**src/rtl/rst_sync_pkg.sv**
```systemverilog
// Shared definitions for the cross-domain reset path: controller state
// encoding, synchronizer depth floor and a width helper.
package rst_sync_pkg;

  typedef enum logic [2:0] {
    IDLE     = 3'd0,
    ASSERT   = 3'd1,
    WAIT_ACK = 3'd2,
    RELEASE  = 3'd3,
    FINISH   = 3'd4
  } state_t;

  localparam int SYNC_MIN_STAGES = 2;

  // Number of bits needed to hold the values 0 .. value-1.
  function automatic int clog2(input int value);
    int bits;
    int rem;
    bits = 0;
    rem  = value - 1;
    while (rem > 0) begin
      bits = bits + 1;
      rem  = rem >> 1;
    end
    return bits;
  endfunction

endpackage

```
**src/rtl/bit_sync.sv**
```systemverilog
// Single-bit synchronizer: a chain of flops that brings an asynchronous
// level into the clk domain. Depth below the safe floor is raised to it.
module bit_sync
  import rst_sync_pkg::*;
#(
  parameter int NUM_STAGES = 2
) (
  input  logic clk,
  input  logic rst,
  input  logic d,
  output logic q
);

  localparam int STAGES = (NUM_STAGES < SYNC_MIN_STAGES) ? SYNC_MIN_STAGES : NUM_STAGES;

  logic [STAGES-1:0] chain;

  // Shift the asynchronous input through the chain; reset clears every stage.
  always_ff @(posedge clk) begin
    if (rst) begin
      chain <= '0;
    end else begin
      chain <= {chain[STAGES-2:0], d};
    end
  end

  assign q = chain[STAGES-1];

endmodule

```
**src/rtl/rst_req_ctrl.sv**
```systemverilog
// Initiator side of the cross-domain reset handshake. Drives a stretched
// reset to the remote domain, waits for the remote synchronized reset to
// come back asserted, releases, waits for it to drop and reports DONE.
// Either wait that exceeds TIMEOUT cycles raises the sticky ERR flag.
module rst_req_ctrl
  import rst_sync_pkg::*;
#(
  parameter int NUM_STAGES = 2,
  parameter int MIN_ASSERT = 8,
  parameter int TIMEOUT    = 256
) (
  input  logic clk,
  input  logic rst,
  input  logic req,
  input  logic ack_async,
  output logic rst_out,
  output logic busy,
  output logic done,
  output logic err
);

  localparam int CNT_W = clog2(TIMEOUT);
  localparam logic [CNT_W-1:0] ASSERT_LAST  = CNT_W'(MIN_ASSERT - 1);
  localparam logic [CNT_W-1:0] TIMEOUT_LAST = CNT_W'(TIMEOUT - 1);

  state_t           state;
  logic [CNT_W-1:0] cnt;
  logic             ack_s;

  bit_sync #(
    .NUM_STAGES(NUM_STAGES)
  ) u_ack_sync (
    .clk(clk),
    .rst(rst),
    .d  (ack_async),
    .q  (ack_s)
  );

  // Handshake sequencer; all outputs are registered here so nothing
  // combinational from req or ack_async reaches a port.
  always_ff @(posedge clk) begin
    if (rst) begin
      state   <= ASSERT;
      cnt     <= '0;
      rst_out <= 1'b1;
      busy    <= 1'b1;
      done    <= 1'b0;
      err     <= 1'b0;
    end else begin
      done <= 1'b0;
      case (state)
        IDLE: begin
          if (req) begin
            state   <= ASSERT;
            cnt     <= '0;
            err     <= 1'b0;
            rst_out <= 1'b1;
            busy    <= 1'b1;
          end
        end
        ASSERT: begin
          if (cnt == ASSERT_LAST) begin
            state <= WAIT_ACK;
            cnt   <= '0;
          end else begin
            cnt <= cnt + 1'b1;
          end
        end
        WAIT_ACK: begin
          if (ack_s) begin
            state   <= RELEASE;
            cnt     <= '0;
            rst_out <= 1'b0;
          end else if (cnt == TIMEOUT_LAST) begin
            state   <= RELEASE;
            cnt     <= '0;
            rst_out <= 1'b0;
            err     <= 1'b1;
          end else begin
            cnt <= cnt + 1'b1;
          end
        end
        RELEASE: begin
          if (!ack_s) begin
            state <= FINISH;
            cnt   <= '0;
            done  <= ~err;
          end else if (cnt == TIMEOUT_LAST) begin
            state <= IDLE;
            cnt   <= '0;
            busy  <= 1'b0;
            err   <= 1'b1;
          end else begin
            cnt <= cnt + 1'b1;
          end
        end
        FINISH: begin
          state <= IDLE;
          cnt   <= '0;
          busy  <= 1'b0;
        end
        default: begin
          state   <= IDLE;
          cnt     <= '0;
          rst_out <= 1'b0;
          busy    <= 1'b0;
        end
      endcase
    end
  end

endmodule

```
**config.mk**
```make
export PLATFORM = sky130hd
export DESIGN_NAME = rst_req_ctrl
export DESIGN_NICKNAME = d
export VERILOG_FILES = /design/src/rtl/rst_sync_pkg.sv /design/src/rtl/bit_sync.sv /design/src/rtl/rst_req_ctrl.sv
export SDC_FILE = /design/constraint.sdc
export NUM_CORES = 1
export LEC_CHECK = 0
export CAP_MARGIN = 15
export CORE_ASPECT_RATIO = 1.4
export CORE_MARGIN = 5
export CORE_UTILIZATION = 44
export DETAILED_ROUTE_END_ITERATION = 8
export PLACE_DENSITY = 0.62
export SKIP_CTS_REPAIR_TIMING = 1
export SLEW_MARGIN = 20
export SYNTH_ARGS = -nofsm -noshare
export SYNTH_HDL_FRONTEND = slang
export SYNTH_SLANG_ARGS = --single-unit
```
**constraint.sdc**
```tcl
create_clock -name clk -period 2.77 [get_ports clk]
set_input_delay 0.831 -clock clk [delete_from_list [all_inputs] [get_ports clk]]
set_output_delay 0.831 -clock clk [all_outputs]
set_load 0.005 [all_outputs]
```
Word-level counts from Yosys, hierarchy flattened
Index checks and enable logic that the tools add are counted.

operators by class
  mux-type cells = 24
  eq/ne operators = 13
  reductions and logical operators = 9
  bitwise gates (word level) = 4
  add/sub/neg operators = 1

operators by type and width
  kind                                                   number
  2-to-1 mux 8 bit                                       5
  one-hot mux 8 bit (4 select lines)                     1
  2-to-1 mux 3 bit                                       6
  one-hot mux 3 bit (4 select lines)                     1
  AND reduction 4 bit                                    3
  one-hot mux 1 bit (3 select lines)                     3
  adder 8 x 1 -> 8 bit, second input constant            1
  == test 8 x 3 -> 1 bit, second input constant          1
  == test 8 bit, second input constant                   1
  2-to-1 mux 1 bit                                       8
  inequality test 2 bit, second input constant           4
  == test 3 x 2 -> 1 bit, second input constant          2
  OR reduction 3 bit                                     2
  inverter 1 bit                                         4
  == test 3 x 1 -> 1 bit, second input constant          1
  == test 3 bit, second input constant                   1
  logical NOT 3 bit                                      1
  inequality test 3 x 2 -> 1 bit, second input constant  1
  inequality test 3 bit, second input constant           1
  AND reduction 3 bit                                    1
  nonzero test 3 bit                                     1
  inequality test 2 x 1 -> 1 bit, second input constant  1
  OR reduction 2 bit                                     1

word-level totals
  input port bits = 4
  output and inout bits = 4
  logic and storage cells = 58
  flip-flop bits (word level) = 17

Depth between registers and ports, before layout
  depth after elaboration = 4
  mapped depth = 6
  gate-level depth less buffers = 5

By module
From an unflattened synthesis, not the netlist that was laid out.

second synthesis, totals
  cell total of the unflattened synthesis = 99
  area, all modules = 933.4 µm²

modules (own cells, without submodules)
  module        times used  area an instance (µm²)  cells an instance  sequential area each (µm²)
  rst_req_ctrl  1           880.8                   95                 300.3
  bit_sync      1           52.6                    4                  40.0

Worst setup path before layout
OpenSTA, ideal clock, no wires.

  kind = input-to-reg
  start point = input port req
  end point = register cnt[2]
  required time = 2,639 ps
  setup time = 131 ps
  data arrival time = 1,477 ps
  stages on the path = 5
  buffers on the path = 1
  slack = 1,162 ps
  cell sequence = nor4_1 buf_2 nor3b_1 o22ai_1 a21oi_1

between the ends
  word-level cells in the longest chain between the ends = 1

ends and longest elaborated chain
  element                          line                source
  from (decl)                      rst_req_ctrl.sv:14  input logic req,
  inequality test 2 bit (no line)  --
  to (signal assigned)             rst_req_ctrl.sv:66  cnt <= cnt + 1'b1;
  to (signal assigned)             rst_req_ctrl.sv:80  cnt <= cnt + 1'b1;
  to (signal assigned)             rst_req_ctrl.sv:94  cnt <= cnt + 1'b1;
  to (decl)                        rst_req_ctrl.sv:27  logic [CNT_W-1:0] cnt;

No other way between the ends.
A chain may end at the register's enable or synchronous reset.

Worst setup path after layout
  start point = register err
  end point = output port err

RTL lines
  element                 line                source
  from (decl)             rst_req_ctrl.sv:19  output logic err
  from (signal assigned)  rst_req_ctrl.sv:48  err <= 1'b0;
  from (signal assigned)  rst_req_ctrl.sv:56  err <= 1'b0;
  from (signal assigned)  rst_req_ctrl.sv:78  err <= 1'b1;

No word-level cell between the ends.

==> impl_metrics.tcl <==
set metrics [dict create \
    max_stage_delay_ps 510 \
    htree_levels 1 \
    whs_path_depth 1 \
    avgRoutedWirePerCell_um 14.1 \
    yosysWarnings 0 \
    fp.dieH_um 63.1 \
    crit_chain "clkdlybuf4s50_1" \
    finalHoldViolCount 0 \
    grt_max_degree 16 \
    min_from "err" \
    critical-path-top-delay-family "buffers and inverters" \
    final_layout_size_suffix_gt1_share_pct 6.14 \
    grt_pass1_vias 817 \
    num_io_pins 8 \
    dp_hpwl_um 1350 \
    rows 19 \
    route.detailed.drc 0 \
    yosysSeqAreaShare_pct 38.5 \
    gr-total-overflow 0 \
    rsz0062_at_grt "false" \
    path_class "reg2out" \
    min_path_type "reg2reg" \
    cp.required_ps 1940 \
    first_pass_iters 4 \
    reg2reg_depth 5 \
    arrival_ps 1170 \
    synth-seq-cells 17 \
    critPathMaxFanout 3 \
    netlist_top_cells_count "dfxtp_1 (17), nand2_1 (12), a21oi_1 (9), nor2b_1 (6)" \
    core_area_um2 1950 \
    cts_buffers 3 \
    tightest_slew_ps 515 \
    r2r_end "state[0]" \
    final.period_utilization_pct 72.2 \
    synth_fa_ha_area_share_pct 1.41 \
    start_util_pct 45.4 \
    synth_top_cell_by_area "dfxtp_1" \
    synth_xor_area_share_pct 0.990 \
    synth_compound_area_share_pct 21.8 \
    place_inst 131 \
    drtIter0Drc 17 \
    setup_viol 0 \
    syn-num-nets 113 \
    synth_top_family_by_area "simple AND/OR/NAND/NOR gates" \
    fin_worst_skew_ps 11.9 \
    end_kind "primary output" \
    whs_endpoint "done" \
    synth-simple-area-share_pct 31.8 \
    ys_types 37 \
    avgSynthCellArea_um2 8.19 \
    clockBufferDepth 2 \
    ir_drop_uv 387 \
    grt_usage_pct 15.2 \
    clock_latency_ps 300 \
    fin_setup_tns_ps 0 \
    crit_path_top_delay_cell "clkdlybuf4s50_1" \
    relSlewSlack_pct 65.5 \
    drt-vias-per-instance 5.94 \
    power_density_nw_per_um2 628 \
    yosysMostFrequentCell "dfxtp_1" \
    synth_top_area_share_pct 38.5 \
    r2r_setup_slack_ps 880 \
    synth_ff_type "dfxtp_1" \
    async_flop_share_pct 0 \
    clockRootBuffer "clkbuf_4" \
    numPortBuffers 7 \
    fin_cells 135 \
    worstSetupStartpoint "err" \
    final_max_slew_viol_count 0 \
    synth_mux_area_share_pct 1.13 \
    crit_buf_inv 1 \
    wl_um 1910 \
    max_freq_mhz 500 \
    status "completed" \
    clock-sinks 17 \
    regToRegStartpoint "cnt[0]" \
    antenna_found_initial 0 \
    synth_cells 108 \
    die_area_um2 3020 \
    nNetsFinal 120 \
    crit_path_start_kind "flip-flop" \
    yosys-top-cells-area "dfxtp_1 (38%), a21oi_1 (5.1%), nand2_1 (5.1%)" \
    vias 802 \
    cts_tree "done" \
    fin_crit_ps 2000 \
    antenna_left 0 \
    maxCapViolCount 0 \
    synth_edf_count 0 \
    syn-cell-area_um2 885 \
    p_leak_nw 0.341 \
    insertedDiodeCount 0 \
    grt_pass1_wl_um 3480 \
    synthToLayoutAreaGrowth_pct 12.0 \
    dieWidth_um 47.9 \
    gp_congestion 0.794 \
    cts.clk_slew.worst_paths_ps 110 \
]
[area by class of cell]
type	instances	area [um2]
Sequential cell	17	340
Clock inverter	1	7.51
Tap cell	21	26.3
Timing Repair Buffer	8	77.6
Inverter	3	11.3
Clock buffer	3	22.5
Multi-Input combinational cell	82	505
Fill cell	190	958
[placed cells by master, fill, tap and decap left out, types with 3 or more instances in the layout]
master / netlist / final
nor2_1: 5 / 5
clkdlybuf4s50_1: 0 / 7
nand3_1: 4 / 4
nor3b_1: 4 / 4
clkbuf_4: 0 / 3
inv_1: 3 / 3
dfxtp_1: 17 / 17
nor3_1: 4 / 4
o21ai_1: 3 / 3
nor2b_1: 6 / 6
o22ai_1: 5 / 5
nand2_1: 12 / 12
nor4_1: 4 / 4
a21oi_1: 9 / 9
a211oi_1: 4 / 4
[kinds of logic (layout without fill, tap and decap cells)]
family | count (synthesis) | after routing
fa+ha+maj | 1 | 1
mux | 1 | 1
flops | 17 | 17
compound gates | 29 | 29
xor+xnor | 1 | 1
buf+inv | 9 | 15
simple gates | 50 | 50
[per-stage QoR]
| stage | hold WS (ps) | setup WS [ps] | power, mW | cell area, um2 | utilization, % |
|---|---|---|---|---|---|
| final | 440 | 769 | 0.623 | 991 | 50.8 |
| after global routing | 472 | 697 | 0.669 | 991 | 50.8 |
| after CTS | 452 | 748 | 0.628 | 991 | 50.8 |
| after detailed placement | 442 | 606 | 0.488 | 961 | 49.3 |
| after global placement | 430 | 588 | 0.483 | 961 | 49.3 |
| after floorplan | 414 | 1160 | 0.442 | 885 | - |
[registers in the layout (all words and copies together), names as in the netlist]
name and cells:
cnt 8, state 3, u_ack_sync.chain 2, busy 1, done 1, err 1
rst_out 1
[power by group]
| group | switching [mW] | internal (mW) | total [mW] |
|---|---|---|---|
| sequential | 0.0463 | 0.273 | 0.319 |
| clock | 0.0862 | 0.0550 | 0.141 |
| combinational | 0.0838 | 0.0786 | 0.162 |
[metal layers]
layer  vias up  part of all wire (%)  GRT usage [%]
met2        17                    51           23.5
met5         -                     0              0
met1       372                    44           19.6
met4         0                  0.89           6.06
li1        411                     -              -
met3         2                   3.7           3.42
[how the worst max path moves through the flow]
stage	endpoint	slack, ps	cells past startpoint
after floorplan	cnt[2]	1160	5
after global placement	cnt[6]	590	5
after detailed placement	cnt[6]	610	5
after CTS	err	750	1
after global routing	err	700	1
final	err	770	1
(Power assumes the default switching activity.)
